$ cat src/rtl/ddr3_ui_sequencer.sv
// Request stream to DDR3 controller UI adapter.
// Holds one request, splits cmd/data handshakes, credits reads into a response FIFO.
module ddr3_ui_sequencer #(
    parameter int ADDR_WIDTH = 29,
    parameter int RD_DEPTH   = 8
) (
    input  logic                          CLK,
    input  logic                          RST_N,
    input  logic                          req_valid,
    output logic                          req_ready,
    input  logic                          req_write,
    input  logic [ADDR_WIDTH-1:0]         req_addr,
    input  logic [255:0]                  req_data,
    input  logic [31:0]                   req_mask,
    output logic                          rsp_valid,
    input  logic                          rsp_ready,
    output logic [255:0]                  rsp_data,
    output logic [ADDR_WIDTH-1:0]         app_addr,
    output logic [2:0]                    app_cmd,
    output logic                          app_en,
    input  logic                          app_rdy,
    output logic [255:0]                  app_wdf_data,
    output logic [31:0]                   app_wdf_mask,
    output logic                          app_wdf_wren,
    output logic                          app_wdf_end,
    input  logic                          app_wdf_rdy,
    input  logic [255:0]                  app_rd_data,
    input  logic                          app_rd_data_valid,
    input  logic                          init_calib_complete,
    output logic [$clog2(RD_DEPTH+1)-1:0] rd_inflight,
    output logic                          rsp_overflow
);

    localparam int CW = $clog2(RD_DEPTH + 1);
    localparam int PW = $clog2(RD_DEPTH);
    localparam logic [CW-1:0] DEPTH_C = CW'(RD_DEPTH);

    logic                  hv;
    logic                  cmd_done;
    logic                  wd_done;
    logic                  h_write;
    logic [ADDR_WIDTH-1:0] h_addr;
    logic [255:0]          h_data;
    logic [31:0]           h_mask;

    logic cmd_fire;
    logic wd_fire;
    logic retire;
    logic req_fire;
    logic rd_fire;
    logic pop;
    logic push_ok;
    logic full;

    logic [255:0]  mem [RD_DEPTH];
    logic [PW-1:0] wr_ptr;
    logic [PW-1:0] rd_ptr;
    logic [CW-1:0] count;

    always_comb begin
        app_en       = hv && !cmd_done && (h_write || (rd_inflight < DEPTH_C));
        app_cmd      = {2'b00, hv && !h_write};
        app_addr     = h_addr;
        app_wdf_data = h_data;
        app_wdf_mask = h_mask;
        app_wdf_wren = hv && h_write && !wd_done;
        app_wdf_end  = app_wdf_wren;
        cmd_fire     = app_en && app_rdy;
        wd_fire      = app_wdf_wren && app_wdf_rdy;
        retire       = hv && (cmd_done || cmd_fire) && (wd_done || wd_fire);
        req_ready    = init_calib_complete && (!hv || retire);
        req_fire     = req_valid && req_ready;
        rd_fire      = cmd_fire && !h_write;
    end

    always_ff @(posedge CLK or negedge RST_N) begin
        if (!RST_N) begin
            hv       <= 1'b0;
            cmd_done <= 1'b0;
            wd_done  <= 1'b0;
            h_write  <= 1'b0;
            h_addr   <= '0;
            h_data   <= '0;
            h_mask   <= '0;
        end else if (req_fire) begin
            hv       <= 1'b1;
            cmd_done <= 1'b0;
            wd_done  <= !req_write;
            h_write  <= req_write;
            h_addr   <= req_addr;
            h_data   <= req_data;
            h_mask   <= req_mask;
        end else if (retire) begin
            hv <= 1'b0;
        end else begin
            if (cmd_fire) cmd_done <= 1'b1;
            if (wd_fire)  wd_done  <= 1'b1;
        end
    end

    // Credits cover both reads in the controller and data parked in the FIFO.
    always_ff @(posedge CLK or negedge RST_N) begin
        if (!RST_N) begin
            rd_inflight <= '0;
        end else if (rd_fire && !pop) begin
            rd_inflight <= rd_inflight + 1'b1;
        end else if (!rd_fire && pop) begin
            rd_inflight <= rd_inflight - 1'b1;
        end
    end

    always_comb begin
        full      = (count == DEPTH_C);
        rsp_valid = (count != '0);
        pop       = rsp_valid && rsp_ready;
        push_ok   = app_rd_data_valid && (!full || pop);
        rsp_data  = mem[rd_ptr];
    end

    always_ff @(posedge CLK or negedge RST_N) begin
        if (!RST_N) begin
            for (int i = 0; i < RD_DEPTH; i++) mem[i] <= '0;
            wr_ptr       <= '0;
            rd_ptr       <= '0;
            count        <= '0;
            rsp_overflow <= 1'b0;
        end else begin
            if (push_ok) begin
                mem[wr_ptr] <= app_rd_data;
                wr_ptr      <= wr_ptr + 1'b1;
            end
            if (pop) rd_ptr <= rd_ptr + 1'b1;
            if (push_ok && !pop) count <= count + 1'b1;
            else if (!push_ok && pop) count <= count - 1'b1;
            if (app_rd_data_valid && full && !pop) rsp_overflow <= 1'b1;
        end
    end

endmodule

$ cat config.mk
export PLATFORM = sky130hd
export DESIGN_NAME = ddr3_ui_sequencer
export DESIGN_NICKNAME = d
export VERILOG_FILES = /design/src/rtl/ddr3_ui_sequencer.sv
export SDC_FILE = /design/constraint.sdc
export NUM_CORES = 2
export LEC_CHECK = 0
export BUFFER_PORTS_ARGS = -buffer_cell sky130_fd_sc_hd__buf_2
export CAP_MARGIN = 20
export CORE_MARGIN = 2
export CORE_UTILIZATION = 39
export CTS_CLUSTER_SIZE = 12
export DETAILED_ROUTE_END_ITERATION = 10
export HOLD_SLACK_MARGIN = 0.03
export PLACE_DENSITY = 0.67
export SYNTH_ARGS = -nofsm -noshare
export SYNTH_HDL_FRONTEND = slang
export SYNTH_SLANG_ARGS = --single-unit
$ cat constraint.sdc
create_clock -name CLK -period 2.39 [get_ports CLK]
set_input_delay 0.478 -clock CLK [delete_from_list [all_inputs] [get_ports CLK]]
set_output_delay 0.478 -clock CLK [all_outputs]
set_load 0.02 [all_outputs]
==> out/qor.csv <==
metric,value,unit
total grt overflow,0,
Post-Layout Cell Count,11900,
CTS max path bufs,4,
Layout Nets,8662,
crit-path most repeated cell,buf_12,
Slowest cell on crit path,mux4_2,
Crit Path Category,register to output pin,
root buffer cell,clkbuf_16,
CTS tree,built,
Slew Limit Fails,0,
Syn Area/Cell,17.4,um2
GRT Total Usage,24.9,%
first-pass GRT wire length,498000,um
Cells after Synth,6012,
Hold WC Path Type,input pin to register,
"commonest non-fill, non-tap cell in the layout",dfrtp_1,
DRT antenna net count,0,
post-synthesis register bit count,2384,
Layout Skew,0.0560,ns
Final period util,143,%
Crit path largest cell delay,0.53,ns
sequential share of power,33.7,%
Rel. slew slack,53.7,%
routed via count,63300,
die width,521,um
TritonRoute pass-1 iters,7,
area added between synthesis and finish,29.3,%
VDD IR max,0.918,mV
CP Max Fanout,14,
clk_lat worst skew,0.88,ns
yosys warns,0,
"commonest cells after routing, fill and taps aside","dfrtp_1, mux2_2, buf_2",
crit end category,output pin,
Comb power frac,46.2,%
Setup Viol. Count Final,266,
Yosys top cell area share,57.2,%
Mapped Area,0.104,mm2
residual DRC count,0,
Vias/cell,5.33,
Post-synth EDFFs,0,
largest net degree at the start of global routing,115,
crit path DAT,2.94,ns
worst setup slack after layout,-1.03,ns
switching power,74.1,mW
minimum clock period,3.42,ns
post-synthesis sequential area ratio,57.2,%
Sw Share,34.8,%
met1 WL,137000,um
max-cap violations,0,
vias in the first global route,69400,
met2 wire length,170000,um
Final Wtd Congestion,1.04,
Worst EP required,1.91,ns
CTS buffer count,274,
fmax,293,MHz
Int Pwr,139,mW
Area contributors post-synth,"dfrtp_1, mux2_2, mux4_2",
pwr dens,1580,mW/mm2
Die Area,0.272,mm2
critical path cell sequence,buf_12 > buf_12 > buf_12 > mux4_2 > mux2_2 > buf_2,
# IOs,1168,
Cells after DPL,10700,
"Top FF cell, synth",dfrtp_1,
worst slew pin tran,0.694,ns
final hold viol count,0,
Post-DP Area,0.118,mm2
clock slew at reported path FFs,0.06,ns
Filler Cell Count,21800,
max layer used,met5,
failing checks,negative setup slack,
total length of routed met3 wires,18200,um
status,"finished, violations left",
fraction of layout cells with a size suffix above 1,62.8,%
number of distinct library cells after synthesis,34,
total wire length,343000,um
crit path launch,rd_ptr[0],
ys async rst share,100,%
"CP delay by family, top",multiplexers,
FP Rows,189,
RSZ-0062 raised after global routing,yes,
Synth area leader,dfrtp_1,
Hold Startpoint,req_data[68],
WL/cell,28.9,um
leakage,59.1,nW
Core Region,0.266,mm2
DR iter-0 viols,3609,
I/O Buffers,1165,
Clock Power Share,20.1,%
hpwl dp,247000,um
RR Startpoint,count[3],
initial antenna violation count,123,
Initial Util,39.3,%
H-Tree Depth,5,
Critical Path Source Type,register,
"Non-Filler Cell Area, Final",0.135,mm2
CP Buf/Inv Count,4,
Die H,521,um
clock sinks,2384,
## metal layers
| metal | track usage [%] | vias to the layer above |
|---|---|---|
| li1 | - | 26600 |
| met1 | 31.1 | 34200 |
| met2 | 42.1 | 1721 |
| met3 | 4.94 | 700 |
| met4 | 10.6 | 42 |
| met5 | 0 | - |
## state kept, by name (all words and copies together) (netlist names), 3 cells and up
| signal | count |
|---|---|
| rd_ptr | 3 |
| app_wdf_mask | 32 |
| rd_inflight | 4 |
| mem | 2048 |
| wr_ptr | 3 |
| app_addr | 29 |
| count | 4 |
| app_wdf_data | 256 |
## logic make-up after synthesis
family	after synthesis	synth area share, %
muxes	3139	40.3
DFF	2384	57.2
buffers and inverters	411	2.05
and+or+nand+nor	40	0.204
AOI/OAI and AO/OA	17	0.102
adders and majority gates	10	0.134
xor gates and xnor gates	10	0.0839
other	1	0.00359
## final timing paths
check / end / slack, ns / depth (start not counted)
worst max-delay path: rsp_data[110] / -1.03 / 6
worst min-delay path: app_wdf_data[68] / 0.08 / 2
worst max register to register: count[3] / -0.28 / 10
worst min register to register: mem[1364] / 0.50 / 1
max in group asynchronous: mem[1608] / 1.02 / 4
min in group asynchronous: mem[1508] / 0.15 / 2
## cell type report
cell class / instances / area (um2) / share of cell area [%]
antenna: 64 / 160 / 0.119
multi-input combinational: 3218 / 42900 / 31.8
clock inverter: 79 / 1060 / 0.786
sequential: 2384 / 59700 / 44.2
inverter: 3 / 11.3 / 0.00835
tap: 3533 / 4420 / 3.28
timing repair buffer: 2189 / 18600 / 13.8
clock buffer: 399 / 8140 / 6.03
## metrics by stage
step	setup WS, ns	power [mW]	utilization [%]	hold WS, ns	TNS, ns
final	-1.03	213	50.8	0.0838	-242.13
after global routing	-1.15	223	50.8	0.0364	-276.13
after CTS	-1.13	214	50.5	0.0332	-270.44
after detailed placement	-0.232	166	44.5	0.394	-22.14
after global placement	-0.284	163	44.5	0.399	-19.12
after floorplan	-0.0869	131	-	0.182	-6.08
## cell usage after synthesis, types with 3 or more instances
cell	instances
inv_1	3
clkbuf_1	102
buf_1	12
buf_2	243
buf_6	28
and3_1	3
mux2_2	2385
mux4_2	512
buf_4	23
nor2_1	3
nand2_1	9
a21oi_1	7
nand2b_1	6
dfrtp_1	2384
o21ai_0	3
xnor2_1	8
nand3_1	3
nor3_1	6
ha_1	8
mux2_4	240
or4_1	3
nor2b_1	4
## timing repair
item                                   4_1_cts  5_1_grt
pin swaps                                    0        0
setup endpoints to repair                  270      439
hold buffers                               581        0
endpoints found under the hold margin     2998        0
gates resized for setup                    175       65
buffers inserted                            11       12
gates cloned                                 7        8
## power groups by stage
| stage | clock [mW] | sequential (mW) | combinational (mW) |
|---|---|---|---|
| floorplan | 0 | 71.7 | 59.1 |
| global placement | 0 | 70.9 | 91.9 |
| detailed placement | 0 | 72.2 | 93.5 |
| CTS | 43.8 | 71.8 | 98.2 |
| global route | 45.4 | 74.3 | 103 |
| finish | 42.8 | 71.9 | 98.4 |
Note: power is estimated with default switching activity, not from simulation.
